==> src/rtl/branch_verify_unit.sv <==
// Branch verification unit: checks resolved EX branches against the fetch-time
// prediction, reports a verify bus to the predictor and redirects fetch after the delay slot.
module branch_verify_unit #(
  parameter int CNT_W = 32
) (
  input  logic             clk,
  input  logic             reset,
  input  logic             flush_exc,
  input  logic             ex_valid,
  input  logic [31:0]      ex_pc,
  input  logic [2:0]       ex_br_type,
  input  logic             ex_taken,
  input  logic [31:0]      ex_target,
  input  logic             pred_taken,
  input  logic [31:0]      pred_target,
  input  logic [58:0]      pred_entry,
  input  logic             stats_clr,
  output logic             vr_ready,
  output logic [31:0]      vr_pc,
  output logic             vr_is_taken,
  output logic [31:0]      vr_correct_target,
  output logic             vr_predict_success,
  output logic [58:0]      vr_predict_entry,
  output logic             redirect_valid,
  output logic [31:0]      redirect_pc,
  output logic [CNT_W-1:0] br_count,
  output logic [CNT_W-1:0] mispred_count
);

  typedef enum logic [1:0] {IDLE, WAIT_DS, SQUASH} state_e;

  state_e           state_q, state_d;
  logic [31:0]      redirect_pc_q, redirect_pc_d;
  logic [CNT_W-1:0] br_count_q, br_count_d;
  logic [CNT_W-1:0] mispred_count_q, mispred_count_d;

  logic             vr_ready_q;
  logic [31:0]      vr_pc_q;
  logic             vr_is_taken_q;
  logic [31:0]      vr_correct_target_q;
  logic             vr_predict_success_q;
  logic [58:0]      vr_predict_entry_q;

  logic             accept;
  logic             predict_success;
  logic [31:0]      correct_target;
  logic [58:0]      entry_fixed;

  // Branches are only accepted in IDLE, so wrong-path work behind a mispredict is ignored.
  always_comb begin
    accept          = ex_valid && (ex_br_type != 3'd0) && (state_q == IDLE) && !flush_exc;
    correct_target  = ex_taken ? ex_target : (ex_pc + 32'h8);
    predict_success = (pred_taken == ex_taken) && (!ex_taken || (pred_target == ex_target));
    entry_fixed      = pred_entry;
    entry_fixed[4:2] = ex_br_type;
  end

  always_comb begin
    state_d       = state_q;
    redirect_pc_d = redirect_pc_q;
    case (state_q)
      IDLE: begin
        if (accept && !predict_success) begin
          state_d       = WAIT_DS;
          redirect_pc_d = correct_target;
        end
      end
      WAIT_DS: begin
        if (ex_valid) state_d = SQUASH;
      end
      SQUASH:  state_d = IDLE;
      default: state_d = IDLE;
    endcase
    if (flush_exc) state_d = IDLE;
  end

  // Statistics saturate rather than wrap; a clear beats a same-cycle increment.
  always_comb begin
    br_count_d      = br_count_q;
    mispred_count_d = mispred_count_q;
    if (stats_clr) begin
      br_count_d      = '0;
      mispred_count_d = '0;
    end else if (accept) begin
      if (br_count_q != '1) br_count_d = br_count_q + CNT_W'(1);
      if (!predict_success && (mispred_count_q != '1))
        mispred_count_d = mispred_count_q + CNT_W'(1);
    end
  end

  always_ff @(posedge clk) begin
    if (reset) begin
      state_q              <= IDLE;
      redirect_pc_q        <= '0;
      br_count_q           <= '0;
      mispred_count_q      <= '0;
      vr_ready_q           <= 1'b0;
      vr_pc_q              <= '0;
      vr_is_taken_q        <= 1'b0;
      vr_correct_target_q  <= '0;
      vr_predict_success_q <= 1'b0;
      vr_predict_entry_q   <= '0;
    end else begin
      state_q         <= state_d;
      redirect_pc_q   <= redirect_pc_d;
      br_count_q      <= br_count_d;
      mispred_count_q <= mispred_count_d;
      vr_ready_q      <= accept;
      if (accept) begin
        vr_pc_q              <= ex_pc;
        vr_is_taken_q        <= ex_taken;
        vr_correct_target_q  <= correct_target;
        vr_predict_success_q <= predict_success;
        vr_predict_entry_q   <= entry_fixed;
      end
    end
  end

  assign vr_ready           = vr_ready_q;
  assign vr_pc              = vr_pc_q;
  assign vr_is_taken        = vr_is_taken_q;
  assign vr_correct_target  = vr_correct_target_q;
  assign vr_predict_success = vr_predict_success_q;
  assign vr_predict_entry   = vr_predict_entry_q;
  assign redirect_valid     = (state_q == SQUASH);
  assign redirect_pc        = redirect_pc_q;
  assign br_count           = br_count_q;
  assign mispred_count      = mispred_count_q;

endmodule

==> config.mk <==
export PLATFORM = sky130hd
export DESIGN_NAME = branch_verify_unit
export DESIGN_NICKNAME = d
export VERILOG_FILES = /design/src/rtl/branch_verify_unit.sv
export SDC_FILE = /design/constraint.sdc
export NUM_CORES = 1
export LEC_CHECK = 0
export CELL_PAD_IN_SITES_DETAIL_PLACEMENT = 0
export CELL_PAD_IN_SITES_GLOBAL_PLACEMENT = 1
export CORE_MARGIN = 3
export CORE_UTILIZATION = 32
export DETAILED_ROUTE_END_ITERATION = 12
export GPL_ROUTABILITY_DRIVEN = 0
export PLACE_DENSITY = 0.92
export SLEW_MARGIN = 20
export SYNTH_ARGS = -nofsm -noshare
export SYNTH_HDL_FRONTEND = slang
export SYNTH_SLANG_ARGS = --single-unit
==> constraint.sdc <==
create_clock -name clk -period 8.2 [get_ports clk]
set_input_delay 2.46 -clock clk [delete_from_list [all_inputs] [get_ports clk]]
set_output_delay 2.46 -clock clk [all_outputs]
set_load 0.01 [all_outputs]
==> impl_metrics.toml <==
[synthesis]
yosys.area_share.adder = 0.00373
synth_compound_area_frac = 0.166
synth_top_family_by_area = "simple AND/OR/NAND/NOR gates"
synth_top_flop_cell = "dfxtp_1"
async_flop_share = 0
netlist_top_cells_area = "dfxtp_1, nand2_1, a21oi_1"
synthMuxAreaShare = 0.00497
yosysTopAreaCellShare = 0.446
synth.most_common_cell = "nand2_1"
synth_cells = 1296
synth_area_um2 = 10100
synth_area_leader_cell = "dfxtp_1"
synth-simple-area-share = 0.284
synthXorXnorAreaFrac = 0.0566
synth_nets = 1464
synth-edff-count = 0
synth_seq_area_share = 0.446
ys_seq_elements = 224
synthTopCellsByCount = "nand2_1, dfxtp_1, a21oi_1, clkbuf_1, nor2_1"
ys_types = 50
syn_avg_cell_area_um2 = 7.76
yosys_warnings = 0

[drt]
vias_per_cell = 5.17
postRouteAntennaNets = 0
drc_errors = 0
vias = 10574
wl_per_cell_um = 18.3
drt_iter0_drc = 865
drt_first_pass_iters = 5
wirelength_um = 37500

[placement]
detailedPlace.worstSlack_ns = 2.74
place_inst = 2000
io_buffers = 384
dp_hpwl_um = 27400

[clocking]
cts_tree = "yes"
htreeDepth = 1
cts_setup_buffers = 0
cts_sinks = 224
cts.path.max_buffers = 3
cts_hold_buffers = 0
clk_latency_ns = 0.53
cts_resized = 0
cts_root_buffer = "clkbuf_16"
cts_buffers = 26
cts.reportedPaths.clkPinSlew_ns = 0.06

[final_layout]
fillers = 2932
final_nets = 1800
multi_input_area_um2 = 5210
syn2layout_area_growth_pct = 49.0
final_cells = 2046
register_area_um2 = 4480
drive_gt1_frac = 0.0406
utilization = 0.486
antennaDiodeCount = 0

[global_route]
grt_pass1_wl_um = 56700
grt_usage = 0.211
grt_pass1_vias = 9944
grt-ovfl-total = 0
antenna_found_initial = 1
grt_max_degree = 105

[worst_setup_path]
slowest_stage = "or4_1"
crit_fanout = 13
cp_cell_sequence = "clkdlybuf4s50_1, ha_1, nand4_1, or4_1, or4b_1, a31oi_1, nand3_1, a21oi_1"
end_kind = "flip-flop"
critical_path.max_stage_delay_ns = 0.68
critPathKind = "in -> reg"
arrival_ns = 5.40
startpoint_type = "input pin"
required_ns = 8.65

[sta]
max_freq_mhz = 202
post-route-min-period_ns = 4.95
rsz0062_at_grt = "no"
slew_headroom = 0.375
fin_crit_sh = 0.604
finalMaxSlewViolations = 0
setup_violations = 0
fin_hold_ws_ns = 0.453
tightest_slew_ns = 0.929
worst_slack_ns = 3.25
setup_tns_ns = 0
final_hold_viol_count = 0
fin_worst_skew_ns = 0.0112

[power_and_ir_drop]
power_density_nw_per_um2 = 176
ir_drop_mv = 0.133
p_leak_uw = 0.00507

[die]
die_h_um = 183
ios = 388
fp.dieW_um = 183
rows = 64
die_area_um2 = 33600
core_um2 = 30800
initial_utilization = 0.326

[run_status]
status = "complete, no violations"

[hold_path]
hp-class = "reg -> reg"

[run]
drv_cap = 0
## cells by family after synthesis
kind of cell / Yosys count
compound gates: 305
fa+ha+maj: 3
buf+inv: 102
mux: 5
flops: 224
simple gates: 592
xor+xnor: 65
## path summary, 6_finish.rpt
path,from,end,slack (ns),cells past startpoint
setup / recovery,ex_pc[4],redirect_pc[29],3.25,8
hold / removal,vr_correct_target[8],vr_correct_target[8],0.45,2
setup reg to reg,mispred_count[7],mispred_count[3],5.27,6
hold reg to reg,vr_correct_target[8],vr_correct_target[8],0.45,2
## final cells by class
type                            instances  area share
Clock inverter                          8     0.00526
Timing Repair Buffer                  394       0.261
Multi-Input combinational cell        970       0.347
Inverter                               16     0.00400
Sequential cell                       224       0.299
Tap cell                              396      0.0330
Clock buffer                           38      0.0504
## per-layer routing
layer,global-route usage,part of all wire
met1,0.277,0.42
met5,0,0.00051
met2,0.342,0.46
met3,0.0537,0.085
met4,0.0640,0.031
## flip-flops by register name, indices dropped and copies added, names as in the netlist, 2 cells and up
name / flops
vr_predict_entry: 59
vr_pc: 32
br_count: 32
state_q: 2
redirect_pc: 32
vr_correct_target: 32
mispred_count: 32
## power by group
part	total, uW	internal (uW)	switching (uW)
clock	1130	668	458
combinational	364	178	186
sequential	1150	1130	20.4
total	2640	1970	664
## through the flow
step	cell area [um^2]	total power, uW
3_5_place_dp	14200	1540
6_report	15000	2640
2_1_floorplan	10100	1310
4_1_cts	15000	2670
5_1_grt	15000	2740
3_3_place_gp	14200	1530
## critical path: cells and delay by family
kind / cells / cell delay (ns)
AND/OR/NAND/NOR: 4 / 1.59
adder cells (fa/ha/maj): 1 / 0.29
buffers and inverters: 1 / 0.63
AO/OA/AOI/OAI: 2 / 0.43
## cells in the final DEF (no fill, tap or decap), types with 13 or more instances in the layout
master and n:
xor2_1 44, a21oi_1 179, nand4_1 26, and4_1 13
clkdlybuf4s50_1 382, nand2_1 269, dfxtp_1 224, xnor2_1 21
nand3_1 67, inv_1 15, nor4_1 19, and3_1 16
a31oi_1 16, clkbuf_16 26, nor2_1 74, or3_1 43
nor3_1 16, or4_1 15, o21ai_0 66
No activity file was read; power rests on OpenSTA's default activity.
